**src/rtl/rf_wb_arb_pkg.sv**
```systemverilog
// Shared constants and types for the register-file writeback arbiter.
package rf_wb_arb_pkg;
  localparam int RF_ADDR_W  = 5;
  localparam int DATA_W_DEF = 32;
  localparam int DEPTH_MIN  = 2;
  localparam int DEPTH_MAX  = 8;
  localparam int CNT_W      = 4;
  localparam int NUM_SRC    = 2;

  typedef enum logic {
    SRC_A = 1'b0,
    SRC_B = 1'b1
  } src_e;
endpackage

```
**src/rtl/rf_wb_fifo.sv**
```systemverilog
// Per-source writeback queue storing {WR, WD}; exposes entries in age order
// (index 0 = head/oldest) so the top can search them for forwarding.
module rf_wb_fifo
  import rf_wb_arb_pkg::*;
#(
  parameter int DEPTH  = 2,
  parameter int DATA_W = DATA_W_DEF
) (
  input  logic                                 clk,
  input  logic                                 rst,
  input  logic                                 push,
  input  logic [RF_ADDR_W-1:0]                 push_wr,
  input  logic [DATA_W-1:0]                    push_wd,
  input  logic                                 pop,
  output logic                                 full,
  output logic                                 empty,
  output logic [CNT_W-1:0]                     count,
  output logic [DEPTH-1:0]                     ent_vld,
  output logic [DEPTH-1:0][RF_ADDR_W-1:0]      ent_wr,
  output logic [DEPTH-1:0][DATA_W-1:0]         ent_wd
);
  localparam int PTR_W = (DEPTH > 1) ? $clog2(DEPTH) : 1;

  logic [DEPTH-1:0][RF_ADDR_W-1:0] mem_wr;
  logic [DEPTH-1:0][DATA_W-1:0]    mem_wd;
  logic [PTR_W-1:0]                rd_ptr, wr_ptr;
  logic                            do_push, do_pop;

  assign full    = (count == CNT_W'(DEPTH));
  assign empty   = (count == '0);
  assign do_push = push & ~full;
  assign do_pop  = pop & ~empty;

  always_ff @(posedge clk) begin
    if (rst) begin
      rd_ptr <= '0;
      wr_ptr <= '0;
      count  <= '0;
    end else begin
      if (do_push) wr_ptr <= wr_ptr + PTR_W'(1);
      if (do_pop)  rd_ptr <= rd_ptr + PTR_W'(1);
      count <= count + CNT_W'(do_push) - CNT_W'(do_pop);
    end
  end

  // Storage needs no reset: occupancy alone decides what is visible.
  always_ff @(posedge clk) begin
    if (!rst && do_push) begin
      mem_wr[wr_ptr] <= push_wr;
      mem_wd[wr_ptr] <= push_wd;
    end
  end

  for (genvar i = 0; i < DEPTH; i++) begin : g_ent
    logic [PTR_W-1:0] idx;
    assign idx        = rd_ptr + PTR_W'(i);
    assign ent_vld[i] = (CNT_W'(i) < count);
    assign ent_wr[i]  = mem_wr[idx];
    assign ent_wd[i]  = mem_wd[idx];
  end
endmodule

```
**src/rtl/rf_wb_arbiter.sv**
```systemverilog
// Two-source register-file writeback arbiter with queued sources and a
// registered write port. Define RF_WB_ARB_FWD_EN to build forwarding lookup.
module rf_wb_arbiter
  import rf_wb_arb_pkg::*;
#(
  parameter int DATA_W = DATA_W_DEF,
  parameter int DEPTH  = 2
) (
  input  logic                 clk,
  input  logic                 rst,
  input  logic                 a_valid,
  input  logic [RF_ADDR_W-1:0] a_WR,
  input  logic [DATA_W-1:0]    a_WD,
  output logic                 a_ready,
  input  logic                 b_valid,
  input  logic [RF_ADDR_W-1:0] b_WR,
  input  logic [DATA_W-1:0]    b_WD,
  output logic                 b_ready,
  output logic                 write,
  output logic [RF_ADDR_W-1:0] WR,
  output logic [DATA_W-1:0]    WD,
  output logic [CNT_W-1:0]     pend_cnt,
  output logic                 busy,
  input  logic [RF_ADDR_W-1:0] PR1,
  input  logic [RF_ADDR_W-1:0] PR2,
  output logic                 fwd1_hit,
  output logic [DATA_W-1:0]    fwd1_data,
  output logic                 fwd2_hit,
  output logic [DATA_W-1:0]    fwd2_data
);
  logic [NUM_SRC-1:0]                               src_valid, src_ready, src_push;
  logic [NUM_SRC-1:0]                               src_pop, src_full, src_empty;
  logic [NUM_SRC-1:0][RF_ADDR_W-1:0]                src_wr, head_wr;
  logic [NUM_SRC-1:0][DATA_W-1:0]                   src_wd, head_wd;
  logic [NUM_SRC-1:0][CNT_W-1:0]                    src_cnt;
  logic [NUM_SRC-1:0][DEPTH-1:0]                    ent_vld;
  logic [NUM_SRC-1:0][DEPTH-1:0][RF_ADDR_W-1:0]     ent_wr;
  logic [NUM_SRC-1:0][DEPTH-1:0][DATA_W-1:0]        ent_wd;

  assign src_valid = {b_valid, a_valid};
  assign src_wr    = {b_WR, a_WR};
  assign src_wd    = {b_WD, a_WD};
  assign a_ready   = src_ready[SRC_A];
  assign b_ready   = src_ready[SRC_B];

  for (genvar s = 0; s < NUM_SRC; s++) begin : g_src
    assign src_ready[s] = ~src_full[s] & ~rst;
    // Writes to x0 complete the handshake but are dropped here.
    assign src_push[s]  = src_valid[s] & src_ready[s] & (src_wr[s] != '0);
    assign head_wr[s]   = ent_wr[s][0];
    assign head_wd[s]   = ent_wd[s][0];

    rf_wb_fifo #(.DEPTH(DEPTH), .DATA_W(DATA_W)) u_fifo (
      .clk     (clk),
      .rst     (rst),
      .push    (src_push[s]),
      .push_wr (src_wr[s]),
      .push_wd (src_wd[s]),
      .pop     (src_pop[s]),
      .full    (src_full[s]),
      .empty   (src_empty[s]),
      .count   (src_cnt[s]),
      .ent_vld (ent_vld[s]),
      .ent_wr  (ent_wr[s]),
      .ent_wd  (ent_wd[s])
    );
  end

  src_e rr_last;
  src_e gnt_src;
  logic gnt_vld, contested;

  assign contested = ~src_empty[SRC_A] & ~src_empty[SRC_B];

  // Equal-index heads go A first so the younger B value lands last.
  always_comb begin
    gnt_vld = 1'b0;
    gnt_src = SRC_A;
    if (contested) begin
      gnt_vld = 1'b1;
      if (head_wr[SRC_A] == head_wr[SRC_B]) gnt_src = SRC_A;
      else gnt_src = (rr_last == SRC_A) ? SRC_B : SRC_A;
    end else if (!src_empty[SRC_A]) begin
      gnt_vld = 1'b1;
      gnt_src = SRC_A;
    end else if (!src_empty[SRC_B]) begin
      gnt_vld = 1'b1;
      gnt_src = SRC_B;
    end
  end

  always_comb begin
    src_pop = '0;
    if (gnt_vld) src_pop[gnt_src] = 1'b1;
  end

  always_ff @(posedge clk) begin
    if (rst) begin
      write   <= 1'b0;
      WR      <= '0;
      WD      <= '0;
      rr_last <= SRC_B;
    end else begin
      write <= gnt_vld;
      if (gnt_vld) begin
        WR <= head_wr[gnt_src];
        WD <= head_wd[gnt_src];
      end
      if (gnt_vld && contested) rr_last <= gnt_src;
    end
  end

  assign pend_cnt = src_cnt[SRC_A] + src_cnt[SRC_B];
  // Taken from the empty flags so a full 2x8 configuration cannot alias to 0.
  assign busy     = ~(src_empty[SRC_A] & src_empty[SRC_B]) | write;

`ifdef RF_WB_ARB_FWD_EN
  logic [1:0][RF_ADDR_W-1:0] fwd_pr;
  logic [1:0]                fwd_hit;
  logic [1:0][DATA_W-1:0]    fwd_data;

  assign fwd_pr = {PR2, PR1};

  // Later matches override earlier ones: output stage, A oldest..youngest,
  // then B oldest..youngest.
  always_comb begin
    fwd_hit  = '0;
    fwd_data = '0;
    for (int p = 0; p < 2; p++) begin
      if (write && (WR == fwd_pr[p])) begin
        fwd_hit[p]  = 1'b1;
        fwd_data[p] = WD;
      end
      for (int s = 0; s < NUM_SRC; s++) begin
        for (int i = 0; i < DEPTH; i++) begin
          if (ent_vld[s][i] && (ent_wr[s][i] == fwd_pr[p])) begin
            fwd_hit[p]  = 1'b1;
            fwd_data[p] = ent_wd[s][i];
          end
        end
      end
      if (fwd_pr[p] == '0) begin
        fwd_hit[p]  = 1'b0;
        fwd_data[p] = '0;
      end
    end
  end

  assign fwd1_hit  = fwd_hit[0];
  assign fwd1_data = fwd_data[0];
  assign fwd2_hit  = fwd_hit[1];
  assign fwd2_data = fwd_data[1];
`else
  logic unused_fwd;
  assign unused_fwd = ^{PR1, PR2, ent_vld, ent_wr, ent_wd};
  assign fwd1_hit  = 1'b0;
  assign fwd1_data = '0;
  assign fwd2_hit  = 1'b0;
  assign fwd2_data = '0;
`endif
endmodule

```
**config.mk**
```make
export PLATFORM = sky130hd
export DESIGN_NAME = rf_wb_arbiter
export DESIGN_NICKNAME = d
export VERILOG_FILES = /design/src/rtl/rf_wb_arb_pkg.sv /design/src/rtl/rf_wb_fifo.sv /design/src/rtl/rf_wb_arbiter.sv
export SDC_FILE = /design/constraint.sdc
export NUM_CORES = 1
export LEC_CHECK = 0
export ABC_CLOCK_PERIOD_IN_PS = 2940
export CELL_PAD_IN_SITES_DETAIL_PLACEMENT = 1
export CELL_PAD_IN_SITES_GLOBAL_PLACEMENT = 2
export CORE_AREA = 3 3 199 143
export DETAILED_ROUTE_END_ITERATION = 16
export DIE_AREA = 0 0 202 146
export PLACE_DENSITY_LB_ADDON = 0.1
export SLEW_MARGIN = 15
export SYNTH_ARGS = -nofsm -noshare
export SYNTH_HDL_FRONTEND = slang
export SYNTH_SLANG_ARGS = --single-unit
```
**constraint.sdc**
```tcl
create_clock -name clk -period 2.94 [get_ports clk]
set_input_delay 0.441 -clock clk [delete_from_list [all_inputs] [get_ports clk]]
set_output_delay 0.441 -clock clk [all_outputs]
set_load 0.05 [all_outputs]
```
==> load_flow_metrics.sql <==
INSERT INTO impl_metrics (metric_group, metric, value, unit) VALUES
('critical_path', 'worst_ep_required_time', '2.50', 'ns'),
('cts', 'cts-htree-levels', '4', ''),
('placed_design', 'gp_congestion', '0.715', ''),
('grt', 'all_layer_gr_usage', '0.138', ''),
('die', 'number_of_top_level_pins', '199', ''),
('routing', 'first_drt_pass_iteration_count', '4', ''),
('die', 'core', '0.0266', 'mm2'),
('timing', 'max-slew-margin-rel', '0.513', ''),
('grt', 'grt_first_pass_wirelength', '30600', 'um'),
('placed_design', 'detailedPlacementHpwl', '13500', 'um'),
('synth', 'synth_area', '0.00821', 'mm2'),
('critical_path', 'crit_path_start_kind', 'flip-flop', ''),
('run', 'maxCapViolations', '0', ''),
('cts', 'hold_buffers', '0', ''),
('worst_hold_path', 'holdCritPathClass', 'flip-flop to flip-flop', ''),
('die', 'fp.dieH', '146', 'um'),
('synth', 'post_synth_main_area_contributors', 'sky130_fd_sc_hd__edfxtp_1 54%, sky130_fd_sc_hd__dfxtp_1 12%, sky130_fd_sc_hd__mux2i_1 9.0%', ''),
('routing', 'drc_errors', '0', ''),
('die', 'die_width', '202', 'um'),
('synth', 'yosys.area.top_type', 'sky130_fd_sc_hd__edfxtp_1', ''),
('routing', 'viasPerCell', '4.30', ''),
('cts', 'worst_setup_hold_path_clk_slew', '0.07', 'ns'),
('cts', 'cts_tree', 'built', ''),
('finish', 'post_layout_nonfiller_instances', '1058', ''),
('finish', 'final_net_count', '785', ''),
('synth', 'synth-seq-area-share', '0.666', ''),
('routing', 'detail-route-antenna-nets', '0', ''),
('finish', 'areaGrowthSynthToFinish', '26.6', '%'),
('finish', 'multi_input_area', '0.00235', 'mm2'),
('die', 'initial_utilization', '0.309', ''),
('timing', 'finalSetupViolations', '0', ''),
('synth', 'yosys_most_used_dff', 'sky130_fd_sc_hd__edfxtp_1', ''),
('synth', 'postSynthAreaPerCell', '15.3', 'um2'),
('synth', 'synth-seq-cells', '199', ''),
('synth', 'yosys.area.top_type_share', '0.542', ''),
('timing', 'period_needed', '2.78', 'ns'),
('timing', 'report.final.hold_viol_count', '0', ''),
('timing', 'worstMarginPinSlew', '0.730', 'ns'),
('grt', 'grt_max_degree', '34', ''),
('routing', 'drt-wirelength-per-cell', '18.8', 'um'),
('synth', 'ys_top_cells_by_count', '148 x sky130_fd_sc_hd__edfxtp_1, 74 x sky130_fd_sc_hd__mux2i_1, 68 x sky130_fd_sc_hd__buf_4', ''),
('placed_design', 'buffer_ports.inserted', '122', ''),
('routing', 'vias', '4550', ''),
('finish', 'final-seq-area', '0.00547', 'mm2'),
('synth', 'number_of_enable_type_register_cells_in_the_synthesized_netlist', '148', ''),
('routing', 'wl', '19900', 'um'),
('status', 'status', 'completed', ''),
('power', 'powerDensity', '956', 'mW/mm2'),
('critical_path', 'worst-path-max-fanout', '5', ''),
('synth', 'synthesis.instances', '535', ''),
('cts', 'worst_skew_late_latency', '0.43', 'ns'),
('die', 'floorplan.rows', '50', ''),
('synth', 'synth-async-reset-ratio', '0', ''),
('grt', 'grt_remaining_overflow', '0', ''),
('cts', 'ctsRootBufferMaster', 'sky130_fd_sc_hd__clkbuf_16', ''),
('grt', 'number_of_antenna_violations_at_the_first_check_in_global_routing', '1', ''),
('finish', 'post_route_cells_drive_above_1_share', '0.140', ''),
('finish', 'fillerInstances', '2750', ''),
('power', 'cellLeakagePower', '3.68', 'nW'),
('timing', 'final.setup_skew', '0.0112', 'ns'),
('cts', 'max-clock-path-buffers', '2', ''),
('placed_design', 'post-place-ws', '0.0551', 'ns'),
('grt', 'grt_pass1_vias', '5075', ''),
('timing', 'setup_repair_after_global_routing_missed_its_margin', 'false', ''),
('critical_path', 'critical_path.endpoint_type', 'output pin', ''),
('critical_path', 'critical_path_class', 'flip-flop to output pin', ''),
('placed_design', 'post-place-cells', '1026', ''),
('cts', 'cts_sinks', '199', ''),
('timing', 'clock.fmax', '360', 'MHz'),
('power', 'peak_supply_drop', '0.433', 'mV'),
('cts', 'cts-buffers-inserted', '17', ''),
('timing', 'tcrit_tclk_final', '0.945', ''),
('finish', 'diodes', '0', ''),
('timing', 'final-max-slew-violation-count', '0', ''),
('timing', 'final_critical_path_setup_slack', '0.162', 'ns'),
('routing', 'initialDrtViolationCount', '229', ''),
('synth', 'yosys_warns', '0', ''),
('synth', 'yosysMostFrequentCell', 'sky130_fd_sc_hd__edfxtp_1', ''),
('die', 'fp.dieArea', '0.0295', 'mm2'),
('critical_path', 'critical_path_arrival', '2.34', 'ns'),
('synth', 'library_cells_used_by_synthesis', '39', '');
-- path summary, 6_finish.rpt --
check | startpoint | endpoint | slack, ns | cells after the start
hold reg to reg | WR[3]$_SDFFE_PP0N_ | WR[3]$_SDFFE_PP0N_ | 0.48 | 2
setup reg to reg | g_src[1].u_fifo.rd_ptr$_SDFFE_PP0P_ | g_src[0].u_fifo.count[3]$_SDFF_PP0_ | 0.21 | 12
hold / removal | WR[3]$_SDFFE_PP0N_ | WR[3]$_SDFFE_PP0N_ | 0.48 | 2
setup / recovery | g_src[1].u_fifo.count[1]$_SDFF_PP0_ | pend_cnt[1] | 0.16 | 4
-- state kept, by name, summed over array words and instances (netlist names) --
name,flops
g_src.u_fifo.rd_ptr,2
g_src.u_fifo.mem_wd,128
g_src.u_fifo.count,8
write,1
g_src.u_fifo.wr_ptr,2
g_src.u_fifo.mem_wr,20
WD,32
WR,5
rr_last,1
-- power by group --
group	switching, W	internal, W	total, W
clock network	0.00102	0.00117	0.00219
logic	0.00248	0.00155	0.00403
registers	0.000273	0.00344	0.00371
total	0.00377	0.00616	0.00993
-- through the flow --
stage,total power (W),setup TNS [ns],util,instance area (um2),hold slack (ns)
global route,0.0105,0,0.391,10400,0.509
finish,0.00993,0,0.391,10400,0.485
CTS,0.0101,0,0.390,10400,0.488
detailed placement,0.00787,0,0.370,9840,0.470
global placement,0.00780,0,0.370,9840,0.470
floorplan,0.00660,-16.93,-,8480,0.482
-- cell usage in the layout, fill, tap and decap left out, types with 13 or more instances in the layout --
cell type / instances
sky130_fd_sc_hd__clkbuf_16: 17
sky130_fd_sc_hd__dfxtp_1: 49
sky130_fd_sc_hd__inv_1: 16
sky130_fd_sc_hd__mux2i_1: 73
sky130_fd_sc_hd__a2bb2oi_2: 25
sky130_fd_sc_hd__buf_4: 20
sky130_fd_sc_hd__conb_1: 66
sky130_fd_sc_hd__edfxtp_1: 148
sky130_fd_sc_hd__clkdlybuf4s50_1: 117
sky130_fd_sc_hd__o21ai_1: 33
sky130_fd_sc_hd__xnor2_1: 13
sky130_fd_sc_hd__ha_1: 13
-- timing repair --
| item | 4_1_cts | 5_1_grt |
|---|---|---|
| resized for setup | 2 | 3 |
| endpoints found under the setup margin | 2 | 2 |
| buffers inserted | 0 | 0 |
-- cell families (layout without fill, tap and decap cells) --
logic type,after synthesis,count (layout),share of synthesized area
AO/OA/AOI/OAI,86,86,0.0932
XOR/XNOR,16,16,0.0171
adder cells (fa/ha/maj),16,16,0.0271
buffers and inverters,106,200,0.0828
flip-flops,199,199,0.666
multiplexers,74,74,0.0903
other,1,66,0.000457
AND/OR/NAND/NOR,37,37,0.0232
-- layer usage --
layer | track usage | vias to the layer above | share of wire
met3 | 0.0364 | 13 | 0.046
li1 | - | 2136 | -
met4 | 0.0345 | 2 | 0.0080
met2 | 0.223 | 116 | 0.47
met5 | 0 | - | 0.00065
met1 | 0.185 | 2283 | 0.47
-- cell type report --
class / instances / area share
inverter: 21 / 0.00759
clock buffer: 22 / 0.0428
sequential: 199 / 0.526
tap: 364 / 0.0439
multi-input combinational: 295 / 0.226
clock inverter: 10 / 0.00952
timing repair buffer: 147 / 0.144
-- worst max-delay path, stage by stage (launching register included) --
cell and delay, ns:
sky130_fd_sc_hd__dfxtp_1 0.48, sky130_fd_sc_hd__inv_2 0.11, sky130_fd_sc_hd__fa_1 0.45, sky130_fd_sc_hd__inv_1 0.06, sky130_fd_sc_hd__clkdlybuf4s50_1 0.79
Power figures use the tool's default switching activity.
==> patch 1 (same flow settings) <==
Build with the macro `RF_WB_ARB_FWD_EN` defined.
--- a/src/rtl/rf_wb_arbiter.sv
+++ b/src/rtl/rf_wb_arbiter.sv
@@ -1,4 +1,6 @@
 // Two-source register-file writeback arbiter with queued sources and a
 // registered write port. Define RF_WB_ARB_FWD_EN to build forwarding lookup.
+`define RF_WB_ARB_FWD_EN
+
 module rf_wb_arbiter
   import rf_wb_arb_pkg::*;
Check against the original RTL: not equivalent (Yosys sat finds a counterexample within 4 cycles, from zero or initial values and one cycle with rst high).
==> patch 1 against the unedited design <==
The flow now stops in global routing. Synthesized area rose by 48%.
==> patch 1: results (changes against the unedited design) <==
- Status: stopped before the end (was complete, no violations).
- It got as far as global routing and failed there.
- The tool reported: "[ERROR DPL-0033] detailed placement checks failed during check placement".
- The weighted congestion reported at the end of routability-driven placement came to 0.8851 (was 0.7149).
- The initial antenna violation count is 5.
- The number of nets handed over by synthesis was between 1000 and 1500.
- The number of library cell types mapped by synthesis is 46 (was 39).
- The async set or reset register ratio after synthesis was 0% (unchanged).
- Synth cell count leaders: edfxtp_1 (148), a21oi_1 (131), nor2_1 (120) (was edfxtp_1 (148), mux2i_1 (74), buf_4 (68)).
- The synthesized-area fraction occupied by ao, oa, aoi and oai cells came to 19.85% (was 9.315%).
- The multiplexer area fraction after synthesis came to 13.49% (was 9.026%).
- The most used flip-flop cell after synthesis is edfxtp_1 (unchanged).
- The global-route repair_timing pass left the worst setup endpoint at fwd1_data[26].
- The pin count of the biggest net entering global routing is 47.
- The sequential fraction of the synthesis area is 45.03% (was 66.60%).
- The placement-stage cell area is 16510 sq um (was 9836 sq um).
- The number of flops mapped to enable cells by yosys is 148 (unchanged).
- The flip-flop and latch count after synthesis is 199 (unchanged).
- The adder-cell share of the synthesized area is 1.835% (was 2.714%).
- The area of the mapped netlist was 12140 sq um (was 8207 sq um).
- The count of placed standard cells including taps came to 1736 (was 1026).
- After the last repair the worst path ends at a primary output.
- The count of yosys warnings during synthesis was 0 (unchanged).
- The buffer type at the clock tree root is clkbuf_16 (unchanged).
- Synth top area cells: edfxtp_1 (37%), mux2i_1 (9.8%), dfxtp_1 (8.4%) (was edfxtp_1 (54%), dfxtp_1 (12%), mux2i_1 (9.0%)).
- The number of cells produced by synthesis is 1130 (was 535).
- The fraction of post-synthesis cell area in the top cell type by area is 36.62% (was 54.15%).
- The post-DP HPWL was 32.14 mm (was 13.50 mm).
- The fraction of synthesized cell area in xor and xnor cells is 4.763% (was 1.708%).
- The count of H-tree levels built during CTS is 4 (unchanged).
- The number of I/O port buffers is 198 (was 122).
- The number of CTS-inserted buffers is 17 (unchanged).
[patch 1: changes by cell type after synthesis, sizes merged, moves of 27 or more]
cell / unedited run / this run
nor2: 13 / 120
a21oi: 5 / 131
mux2: 0 / 30
a22o: 0 / 37
and3: 2 / 70
o21ai: 36 / 1
buf: 79 / 52
o311ai: 0 / 30
a221oi: 0 / 33
clkbuf: 6 / 54
mux2i: 74 / 125
xnor2: 13 / 44
o31ai: 0 / 34
[patch 1: cells by family after synthesis]
group           Yosys count
compound gates          308
xor+xnor                 66
fa+ha+maj                16
buf+inv                 129
flops                   199
mux                     155
simple gates            257
[patch 1: repair_timing]
item	CTS
setup endpoints to repair	77
gates cloned	15
pin swaps	85
setup buffers	47
resized for setup	321
[patch 1: stage by stage]
| step | hold slack [ns] | setup slack [ns] |
|---|---|---|
| global placement | 0.4973 | -0.5367 |
| CTS | 0.5287 | -0.5864 |
| detailed placement | 0.5069 | -0.5572 |
| floorplan | 0.4765 | -0.3877 |
==> patch 2 (same settings) <==
Made on the original files. Put a register stage on the output `pend_cnt`, cleared by the reset. The value now appears one clock later. The other outputs are not delayed to match.
--- a/src/rtl/rf_wb_arbiter.sv
+++ b/src/rtl/rf_wb_arbiter.sv
@@ -111,5 +111,11 @@
   end
 
-  assign pend_cnt = src_cnt[SRC_A] + src_cnt[SRC_B];
+  always_ff @(posedge clk) begin
+    if (rst) begin
+      pend_cnt <= '0;
+    end else begin
+      pend_cnt <= src_cnt[SRC_A] + src_cnt[SRC_B];
+    end
+  end
   // Taken from the empty flags so a full 2x8 configuration cannot alias to 0.
   assign busy     = ~(src_empty[SRC_A] & src_empty[SRC_B]) | write;
Function: changed (a bounded check fails within 4 cycles, from zero or initial values and one cycle with rst high).
==> patch 2 against the unedited design <==
Via count rose by 1.3%. Largest cell class unchanged. Routed wire length rose by 1.2%. Largest power group unchanged. Synthesized area rose by 1.1%. Sequential power rose by 3%. Final area rose by 2.7%. Highest routed layer unchanged. Critical path depth rose by 2. Sequential cell count rose by 4. Total power rose by 5.6%. Worst setup slack improved by 0.034 ns. Core utilization rose by 1.1 points.
==> patch 2: results (changes against the unedited design) <==
- The launch point of the critical path is g_src[0].u_fifo.count[2] (was g_src[1].u_fifo.count[1]).
- The maximum cell stage delay along the critical path is 0.43 ns (was 0.79 ns).
- The number of cells on the worst reg-to-reg path came to 13 (was 12).
- The global-route wire length before repair is 30.77 mm (was 30.57 mm).
- The count of H-tree levels built during CTS is 1 (was 4).
- The post-detailed-route wirelength per cell is 18.79 microns (was 18.84 microns).
- The layout net count is 796 (was 785).
- The post-DP HPWL is 13.53 mm (was 13.50 mm).
- The number of library cell types mapped by synthesis is 38 (was 39).
- The fraction of final layout cells with drive strength greater than 1 is 14.53% (was 13.98%).
- The adder-cell share of the synthesized area is 2.685% (was 2.714%).
- The sequential fraction of the synthesis area was 66.86% (was 66.60%).
- The initial antenna violation count is 2 (was 1).
- The end of the worst register-to-register path was g_src[1].u_fifo.count[2] (was g_src[0].u_fifo.count[3]).
- The count of placed standard cells including taps came to 1031 (was 1026).
- The via count of the first global-routing pass came to 5006 (was 5075).
- The multiplexer area fraction after synthesis came to 8.930% (was 9.026%).
- Synth cell count leaders: edfxtp_1 (148), mux2i_1 (74), buf_4 (67) (was edfxtp_1 (148), mux2i_1 (74), buf_4 (68)).
- The peak fanout along the critical path was 3 (was 5).
- The weighted congestion reported at the end of routability-driven placement was 0.7305 (was 0.7149).
- The combined global-route utilization of all metal layers is 13.48% (was 13.77%).
- Synth top area cells: edfxtp_1 (54%), dfxtp_1 (13%), mux2i_1 (8.9%) (was edfxtp_1 (54%), dfxtp_1 (12%), mux2i_1 (9.0%)).
- The total leakage power is 3.798 nW (was 3.676 nW).
- The initial DRC count is 194 (was 229).
- The slowest cell on the critical path was dlygate4sd2_1 (was clkdlybuf4s50_1).
- The setup clock skew after layout is 0.01860 ns (was 0.01124 ns).
- The worst-case vdd ir drop is 0.4240 mV (was 0.4328 mV).
- The non-filler instance count after layout is 1073 (was 1058).
- The mean post-synth cell area is 15.30 sq um (was 15.34 sq um).
- The total number of vias is 4608 (was 4550).
- The pin count of the biggest net entering global routing is 38 (was 34).
- The reg2reg setup slack is 0.25 ns (was 0.21 ns).
- The slew of the pin with the lowest slew margin is 0.5447 ns (was 0.7301 ns).
- The fraction of synthesized cell area in xor and xnor cells came to 1.690% (was 1.708%).
- The clock network latency to the later pin of the worst-skew pair is 0.50 ns (was 0.43 ns).
- The critical path arrival is 2.30 ns (was 2.34 ns).
- The largest buffer count on any clock path is 3 (was 2).
- The number of filler cells placed in the layout is 2706 (was 2750).
- Status: complete, no violations (unchanged).
- The post-route worst hold slack was 0.4699 ns (was 0.4849 ns).
==> patch 2: routing by layer <==
layer | GRT usage, % | up-vias | share of wire (%)
li1 | - | 2174 | -
met1 | 19.06 | 2281 | 48
met2 | 21.35 | 127 | 45
met3 | 3.309 | 22 | 5.4
met4 | 2.370 | 4 | 1.2
met5 | 0 | - | 0.13
==> patch 2: where the power goes <==
| group | internal [mW] | total, mW | switching, mW | leakage [nW] |
|---|---|---|---|---|
| clock | 1.67 | 2.76 | 1.10 | 0.362 |
| sequential | 3.52 | 3.81 | 0.287 | 1.81 |
| combinational | 1.55 | 3.92 | 2.37 | 1.62 |
==> patch 2: kinds of logic (layout without fill, tap and decap cells) <==
kind of cell    count (synthesis)  in the layout
other cells                     1             66
flops                         203            203
buf+inv                       105            207
fa+ha+maj                      16             16
mux                            74             74
simple gates                   41             41
compound gates                 86             86
xor+xnor                       16             16
==> patch 2: repair_timing <==
action                     4_1_cts  5_1_grt
setup endpoints to repair        1        1
resized for setup                1        3
pin swaps                        0        0
==> patch 2: through the flow <==
| stage | power (mW) | utilization (%) |
|---|---|---|
| after floorplan | 6.585 | - |
| after global placement | 7.750 | 37.35 |
| after detailed placement | 7.835 | 37.35 |
| after CTS | 10.66 | 40.09 |
| after global routing | 11.07 | 40.13 |
| final | 10.49 | 40.13 |
==> patch 2: worst max path at each step <==
stage	to
floorplan	g_src[0].u_fifo.mem_wd[0]
global placement	g_src[0].u_fifo.count[2]
detailed placement	g_src[0].u_fifo.count[2]
CTS	busy
global route	g_src[1].u_fifo.count[2]
finish	busy
==> patch 2: area by class of cell <==
type / instances / area share, %
flip-flops and latches: 203 / 51.99
multi-input cells: 299 / 22.24
repair buffers: 145 / 13.94
clock buffers: 31 / 5.863
well taps: 364 / 4.268
clock inverters: 11 / 0.9850
inverters: 20 / 0.7036
==> patch 2: critical path: cells and delay by family, from the launching register on <==
| family | cells | cell delay, ns |
|---|---|---|
| flops | 1 | 0.32 |
| fa+ha+maj | 1 | 0.23 |
| simple gates | 2 | 0.54 |
| buf+inv | 3 | 0.71 |
